### src/rtl/ps2_pkg.sv
// Shared PS/2 definitions: transmitter state encoding, keyboard command bytes,
// default timing and the host frame payload.
package ps2_pkg;

  typedef enum logic [2:0] {
    IDLE      = 3'd0,
    INHIBIT   = 3'd1,
    RTS       = 3'd2,
    SEND      = 3'd3,
    ACK       = 3'd4,
    WAIT_IDLE = 3'd5
  } ps2_tx_state_e;

  localparam logic [7:0] CMD_SET_LEDS = 8'hED;
  localparam logic [7:0] CMD_ECHO     = 8'hEE;
  localparam logic [7:0] CMD_RESET    = 8'hFF;
  localparam logic [7:0] RSP_ACK      = 8'hFA;
  localparam logic [7:0] BREAK        = 8'hF0;

  localparam int unsigned DEF_INHIBIT_CYCLES = 5000;
  localparam int unsigned DEF_TIMEOUT_CYCLES = 750000;
  localparam int unsigned DEF_SYNC_LEN       = 8;

  // Bits shifted out after the start bit: data LSB first, then parity.
  typedef struct packed {
    logic       parity;
    logic [7:0] data;
  } ps2_frame_t;

  function automatic logic odd_parity(input logic [7:0] d);
    return ~^d;
  endfunction

endpackage

### src/rtl/ps2_host_tx_if.sv
// Byte-request and status handshake between a command source and ps2_host_tx.
interface ps2_host_tx_if;
  logic [7:0] tx_data;
  logic       tx_valid;
  logic       tx_ready;
  logic       busy;
  logic       tx_done;
  logic       tx_err;

  modport master (output tx_data, tx_valid, input tx_ready, busy, tx_done, tx_err);
  modport slave  (input tx_data, tx_valid, output tx_ready, busy, tx_done, tx_err);
endinterface

### src/rtl/ps2_clk_sync.sv
// ps2clk sample history with a glitch-filtered falling-edge pulse; shared with
// the keyboard receiver.
module ps2_clk_sync
  import ps2_pkg::*;
#(
  parameter int unsigned SYNC_LEN = DEF_SYNC_LEN
) (
  input  logic clk,
  input  logic reset,
  input  logic ps2clk_in,
  output logic fall_c,
  output logic level_c
);

  localparam int unsigned HALF = SYNC_LEN / 2;

  logic [SYNC_LEN-1:0] hist_q;

  // Newest sample enters at bit 0.
  always_ff @(posedge clk or posedge reset) begin
    if (reset) hist_q <= '0;
    else       hist_q <= {hist_q[SYNC_LEN-2:0], ps2clk_in};
  end

  assign fall_c  = (&hist_q[SYNC_LEN-1:HALF]) & ~(|hist_q[HALF-1:0]);
  assign level_c = hist_q[0];

endmodule

### src/rtl/ps2_host_tx.sv
// Host-to-device PS/2 transmitter: inhibit, request-to-send, frame shift, ACK check.
// Optional watchdog enabled by defining PS2_TX_TIMEOUT_EN.
module ps2_host_tx
  import ps2_pkg::*;
#(
  parameter int unsigned INHIBIT_CYCLES = DEF_INHIBIT_CYCLES,
  parameter int unsigned TIMEOUT_CYCLES = DEF_TIMEOUT_CYCLES,
  parameter int unsigned SYNC_LEN       = DEF_SYNC_LEN
) (
  input  logic          clk,
  input  logic          reset,
  input  logic          ps2clk_in,
  input  logic          ps2data_in,
  output logic          ps2clk_oe,
  output logic          ps2data_oe,
  ps2_host_tx_if.slave  bus
);

  localparam int unsigned CNT_MAX = (INHIBIT_CYCLES > SYNC_LEN) ? INHIBIT_CYCLES : SYNC_LEN;
  localparam int unsigned CNT_W   = $clog2(CNT_MAX + 1);

  if ((SYNC_LEN % 2) != 0 || SYNC_LEN < 2 || INHIBIT_CYCLES < 1 || TIMEOUT_CYCLES < 2) begin : g_bad_param
    $error("ps2_host_tx: illegal parameter combination");
  end

  ps2_tx_state_e    state_q, state_d;
  ps2_frame_t       frame_q, frame_d;
  logic [3:0]       n_q, n_d;
  logic [CNT_W-1:0] cnt_q, cnt_d;
  logic             nak_q, nak_d;
  logic             data_meta_q, data_s_q;
  logic             clk_oe_d, data_oe_d, ready_d, busy_d, done_d, err_d;
  logic             fall_c, level_c, accept_c, line_idle_c, timeout_c;
  logic [8:0]       frame_bits_c;

  ps2_clk_sync #(.SYNC_LEN(SYNC_LEN)) u_clk_sync (
    .clk       (clk),
    .reset     (reset),
    .ps2clk_in (ps2clk_in),
    .fall_c    (fall_c),
    .level_c   (level_c)
  );

  assign accept_c     = bus.tx_valid & bus.tx_ready;
  assign line_idle_c  = level_c & data_s_q;
  assign frame_bits_c = frame_q;

`ifdef PS2_TX_TIMEOUT_EN
  localparam int unsigned WD_W = $clog2(TIMEOUT_CYCLES + 1);
  logic [WD_W-1:0] wd_q;
  logic            armed_c;

  // Watchdog runs from the accept edge until the ACK bit is sampled.
  assign armed_c = (state_q == INHIBIT) || (state_q == RTS) ||
                   (state_q == SEND)    || (state_q == ACK);

  always_ff @(posedge clk or posedge reset) begin
    if (reset)         wd_q <= '0;
    else if (accept_c) wd_q <= WD_W'(1);
    else if (armed_c)  wd_q <= wd_q + WD_W'(1);
  end

  assign timeout_c = armed_c && (wd_q == WD_W'(TIMEOUT_CYCLES - 1)) &&
                     !((state_q == ACK) && fall_c);
`else
  assign timeout_c = 1'b0;
`endif

  // State, datapath and output registers.
  always_ff @(posedge clk or posedge reset) begin
    if (reset) begin
      state_q      <= IDLE;
      frame_q      <= '0;
      n_q          <= '0;
      cnt_q        <= '0;
      nak_q        <= 1'b0;
      data_meta_q  <= 1'b0;
      data_s_q     <= 1'b0;
      ps2clk_oe    <= 1'b0;
      ps2data_oe   <= 1'b0;
      bus.tx_ready <= 1'b1;
      bus.busy     <= 1'b0;
      bus.tx_done  <= 1'b0;
      bus.tx_err   <= 1'b0;
    end else begin
      state_q      <= state_d;
      frame_q      <= frame_d;
      n_q          <= n_d;
      cnt_q        <= cnt_d;
      nak_q        <= nak_d;
      data_meta_q  <= ps2data_in;
      data_s_q     <= data_meta_q;
      ps2clk_oe    <= clk_oe_d;
      ps2data_oe   <= data_oe_d;
      bus.tx_ready <= ready_d;
      bus.busy     <= busy_d;
      bus.tx_done  <= done_d;
      bus.tx_err   <= err_d;
    end
  end

  // Next-state logic.
  always_comb begin
    state_d = state_q;
    unique case (state_q)
      IDLE:      if (accept_c) state_d = INHIBIT;
      INHIBIT:   if (cnt_q == CNT_W'(INHIBIT_CYCLES - 1)) state_d = RTS;
      RTS:       state_d = SEND;
      SEND:      if (fall_c && (n_q == 4'd9)) state_d = ACK;
      ACK:       if (fall_c) state_d = WAIT_IDLE;
      WAIT_IDLE: if (line_idle_c && (cnt_q == CNT_W'(SYNC_LEN - 1))) state_d = IDLE;
      default:   state_d = IDLE;
    endcase
    if (timeout_c) state_d = IDLE;
  end

  // Datapath and next values of the registered outputs.
  always_comb begin
    frame_d   = frame_q;
    n_d       = n_q;
    cnt_d     = cnt_q;
    nak_d     = nak_q;
    clk_oe_d  = ps2clk_oe;
    data_oe_d = ps2data_oe;
    ready_d   = bus.tx_ready;
    busy_d    = bus.busy;
    done_d    = 1'b0;
    err_d     = 1'b0;
    unique case (state_q)
      IDLE: begin
        if (accept_c) begin
          frame_d.data   = bus.tx_data;
          frame_d.parity = odd_parity(bus.tx_data);
          n_d            = '0;
          cnt_d          = '0;
          clk_oe_d       = 1'b1;
          data_oe_d      = 1'b0;
          ready_d        = 1'b0;
          busy_d         = 1'b1;
        end
      end
      INHIBIT: begin
        cnt_d = cnt_q + CNT_W'(1);
        if (cnt_q == CNT_W'(INHIBIT_CYCLES - 1)) data_oe_d = 1'b1;
      end
      RTS: clk_oe_d = 1'b0;
      SEND: begin
        // Indices 0..8 drive data then parity; index 9 releases for the stop bit.
        if (fall_c) begin
          data_oe_d = (n_q < 4'd9) ? ~frame_bits_c[n_q] : 1'b0;
          n_d       = n_q + 4'd1;
        end
      end
      ACK: begin
        if (fall_c) begin
          nak_d = data_s_q;
          cnt_d = '0;
        end
      end
      WAIT_IDLE: begin
        if (!line_idle_c) begin
          cnt_d = '0;
        end else if (cnt_q == CNT_W'(SYNC_LEN - 1)) begin
          cnt_d   = '0;
          done_d  = 1'b1;
          err_d   = nak_q;
          ready_d = 1'b1;
          busy_d  = 1'b0;
        end else begin
          cnt_d = cnt_q + CNT_W'(1);
        end
      end
      default: ;
    endcase
    if (timeout_c) begin
      clk_oe_d  = 1'b0;
      data_oe_d = 1'b0;
      done_d    = 1'b1;
      err_d     = 1'b1;
      ready_d   = 1'b1;
      busy_d    = 1'b0;
    end
  end

endmodule

### src/flat_wrapper.sv
// flat-port wrapper written by rule: the top's interface ports become plain ports
module ps2_host_tx_flat import ps2_pkg::*;
#(
  parameter int unsigned INHIBIT_CYCLES = DEF_INHIBIT_CYCLES,
  parameter int unsigned TIMEOUT_CYCLES = DEF_TIMEOUT_CYCLES,
  parameter int unsigned SYNC_LEN       = DEF_SYNC_LEN
)
  (clk, reset, ps2clk_in, ps2data_in, ps2clk_oe, ps2data_oe, bus_tx_data, bus_tx_valid, bus_tx_ready, bus_busy, bus_tx_done, bus_tx_err);
  ps2_host_tx_if bus_i ();
  input  logic clk;
  input  logic reset;
  input  logic ps2clk_in;
  input  logic ps2data_in;
  output logic ps2clk_oe;
  output logic ps2data_oe;
  input wire logic [$bits(bus_i.tx_data)-1:0] bus_tx_data;
  input wire logic [$bits(bus_i.tx_valid)-1:0] bus_tx_valid;
  output wire logic [$bits(bus_i.tx_ready)-1:0] bus_tx_ready;
  output wire logic [$bits(bus_i.busy)-1:0] bus_busy;
  output wire logic [$bits(bus_i.tx_done)-1:0] bus_tx_done;
  output wire logic [$bits(bus_i.tx_err)-1:0] bus_tx_err;
  assign bus_i.tx_data = bus_tx_data;
  assign bus_i.tx_valid = bus_tx_valid;
  assign bus_tx_ready = bus_i.tx_ready;
  assign bus_busy = bus_i.busy;
  assign bus_tx_done = bus_i.tx_done;
  assign bus_tx_err = bus_i.tx_err;
  ps2_host_tx #(.INHIBIT_CYCLES(INHIBIT_CYCLES), .TIMEOUT_CYCLES(TIMEOUT_CYCLES), .SYNC_LEN(SYNC_LEN)) u_core (.clk(clk), .reset(reset), .ps2clk_in(ps2clk_in), .ps2data_in(ps2data_in), .ps2clk_oe(ps2clk_oe), .ps2data_oe(ps2data_oe), .bus(bus_i));
endmodule
### config.mk
export PLATFORM = sky130hd
export DESIGN_NAME = ps2_host_tx_flat
export DESIGN_NICKNAME = d
export VERILOG_FILES = /design/src/rtl/ps2_pkg.sv /design/src/rtl/ps2_host_tx_if.sv /design/src/rtl/ps2_clk_sync.sv /design/src/rtl/ps2_host_tx.sv /design/src/flat_wrapper.sv
export SDC_FILE = /design/constraint.sdc
export NUM_CORES = 1
export LEC_CHECK = 0
export CAP_MARGIN = 40
export CORE_ASPECT_RATIO = 2
export CORE_MARGIN = 3
export CORE_UTILIZATION = 35
export CTS_BUF_LIST = sky130_fd_sc_hd__clkbuf_4 sky130_fd_sc_hd__clkbuf_8 sky130_fd_sc_hd__clkbuf_16
export DETAILED_ROUTE_END_ITERATION = 12
export GPL_TIMING_DRIVEN = 0
export PLACE_DENSITY = 0.58
export SLEW_MARGIN = 5
export SYNTH_ARGS = -nofsm -noshare
export SYNTH_HDL_FRONTEND = slang
export SYNTH_SLANG_ARGS = --single-unit
### constraint.sdc
create_clock -name clk -period 3.6 [get_ports clk]
set_input_delay 0.72 -clock clk [delete_from_list [all_inputs] [get_ports clk]]
set_output_delay 0.72 -clock clk [all_outputs]
set_load 0.05 [all_outputs]
==> flow_summary.ini <==
[status]
outcome = completed

[worst_setup_path]
timing.critical_path.slowest_cell_delay_ns = 0.83
setup.worst_path.start_class = flop
rr_startpoint = u_core.cnt_q[0]
critPathSlowestCell = clkdlybuf4s50_1
startpoint = u_core.bus.tx_ready
endpoint_kind = output pin
critPathTopFamily = buffers and inverters
rrSetupSlack_ns = 1.36
critPathMaxFanout = 8
arrival_ns = 1.75
critPathKind = reg -> out
path_cells = clkdlybuf4s50_1
reg2reg_depth = 6
worstReg2RegEnd = u_core.cnt_q[10]
crit_required_ns = 2.88
crit_buf_inv = 1

[synth]
syn_nets = 253
synth_edf_count = 0
synth_top_cell_by_area = dfrtp_1
synth.distinct_cells = 52
yosysSeqAreaShare_pct = 49.4
yosysWarnings = 0
yosys_register_bits = 46
synth.top_cell.area_share_pct = 48.3
synth_cells = 236
synth_flop_cell = dfrtp_1
syn_area_um2 = 2330
synthTopCellsByArea = dfrtp_1 48%, nand2_1 7.4%, a21oi_1 3.2%, xnor2_1 3.0%, nor2_1 2.4%
syn_area_per_cell_um2 = 9.88
async_flop_share_pct = 100

[sta]
rsz0062_at_grt = false
hold_violations = 0
setup_viol = 0
timing.fmax_ghz = 0.405
finalCritPeriodShare_pct = 68.6
fin_crit_ns = 2.47
drv_slew = 0
fin_setup_tns_ns = 0
worstMarginPinSlew_ns = 0.625
skew_ns = 0.00356
slew_headroom_pct = 57.3

[place]
gp_congestion = 0.856
dp_hpwl_um = 4100
port-buffer-count = 18

[die]
die_w_um = 63.7
row_count = 41
ioPinCount = 19
core_um2 = 6410
die_h_um = 121
initial_utilization_pct = 36.4
die_area_um2 = 7740

[clock_tree]
cts_tree = built
cts.htree.levels = 2
cts_hold_buf = 0
clk_pin_slew_ns = 0.06
cts_resized = 0
cts_root_buf = clkbuf_16
clk_latency_ns = 0.29
cts_setup_buffers = 0
clockBufferDepth = 2
cts_sinks = 46
cts_buffers = 5

[route]
viasPerCell = 5.15
drc = 0
wl_per_cell_um = 15.2
drt_iter0_drc = 41
firstDrtPassIters = 4
num_vias = 1797
ant_nets = 0
finalWirelength_um = 5310

[global_routing]
grt_usage_pct = 15.2
grt_max_degree = 30
grt_overflow = 0
antenna_found_initial = 0
grt_pass1_wl_um = 8970
grt_pass1_vias = 1903

[power]
p_per_area_nw_per_um2 = 563
peakVddDrop_mv = 0.402
leakage_uw = 0.00119

[finish]
diodes = 0
fillers = 635
fin_util_pct = 43.9
area_growth_syn_to_layout_pct = 20.7
fin_nets = 279
drive_gt1_share_pct = 8.75

[worst_hold_path]
hold_end = u_core.data_s_q
holdCritStartpoint = u_core.data_meta_q
holdCritPathClass = reg -> reg
holdPathStages = 0

[job]
cap_violations = 0
==> metrics by stage <==
step                      hold WS [ns]  instance area, µm²  cells  power, µW  worst slack [ns]
after floorplan                  0.331                2330    236        932              1.57
after global placement           0.334                2620    340       1040             0.842
after detailed placement         0.336                2640    341       1050             0.953
after CTS                        0.351                2810    349       1600              1.12
after global routing             0.363                2810    349       1670             0.997
final                            0.351                2810    349       1580              1.13
==> area by class of cell <==
class / count / area, µm² / area share [%]
buffer: 8 / 30.0 / 1.07
multi-input combinational: 175 / 1120 / 39.9
inverter: 7 / 26.3 / 0.934
sequential: 46 / 1150 / 41.0
clock inverter: 3 / 48.8 / 1.73
tap: 86 / 108 / 3.82
clock buffer: 5 / 125 / 4.45
timing repair buffer: 19 / 200 / 7.11
==> layer usage <==
layer  track usage [%]  up-vias  part of all wire (%)
met3              2.22       12                   2.3
met5                 0        -                     0
met1              14.5      870                    37
met4              8.53        0                   3.2
met2              29.7       30                    58
li1                  -      885                     -
==> worst max-delay path by stage <==
stage                       end  slack, ns  cells past startpoint
2_1_floorplan   u_core.cnt_q[7]       1.57                      6
3_3_place_gp      u_core.n_q[1]       0.84                      2
3_5_place_dp   u_core.cnt_q[10]       0.95                      6
4_1_cts            bus_tx_ready       1.12                      1
5_1_grt        u_core.cnt_q[10]        1.0                      6
6_report           bus_tx_ready       1.13                      1
==> synthesized netlist by cell type (3+ instances only) <==
| library cell | count |
|---|---|
| a21o_1 | 5 |
| a21oi_1 | 15 |
| a31oi_1 | 3 |
| and3_1 | 3 |
| clkbuf_1 | 7 |
| dfrtp_1 | 45 |
| ha_1 | 4 |
| inv_1 | 7 |
| mux2i_1 | 4 |
| nand2_1 | 46 |
| nand3_1 | 9 |
| nand4_1 | 4 |
| nor2_1 | 15 |
| nor3_1 | 5 |
| o21ai_0 | 5 |
| o22ai_1 | 3 |
| or3_1 | 4 |
| xnor2_1 | 8 |
| xor2_1 | 3 |
==> cells by family (layout without fill, tap and decap cells) <==
| family | count (synthesis) | count (layout) | synth area share, % |
|---|---|---|---|
| AO/OA/AOI/OAI | 42 | 42 | 12.6 |
| buffers and inverters | 15 | 42 | 2.41 |
| multiplexers | 8 | 8 | 4.61 |
| flip-flops | 46 | 46 | 49.4 |
| adder cells (fa/ha/maj) | 4 | 4 | 2.15 |
| AND/OR/NAND/NOR | 110 | 110 | 24.7 |
| XOR/XNOR | 11 | 11 | 4.13 |
==> flip-flops by register name, summed over array words and instances (netlist names), 3 cells and up <==
name / cells
u_core.n_q: 4
u_core.cnt_q: 13
u_core.u_clk_sync.hist_q: 8
u_core.frame_bits_c: 9
u_core.state_q: 3
==> layout by cell type (no fill, tap or decap), drive strengths merged, types with 7 or more instances in the layout <==
master	count
nand2	46
dfrtp	45
clkdlybuf4s50	18
a21oi	15
nor2	15
clkbuf	12
nand3	9
xnor2	8
inv	8
o21ai	7
==> where the power goes <==
part	internal [µW]	leakage (µW)	switching (µW)	total, µW
combinational	165	0.000531	254	418
clock	332	0.0000819	208	540
sequential	566	0.000581	59.8	626
Note: power is estimated with default switching activity, not from simulation.
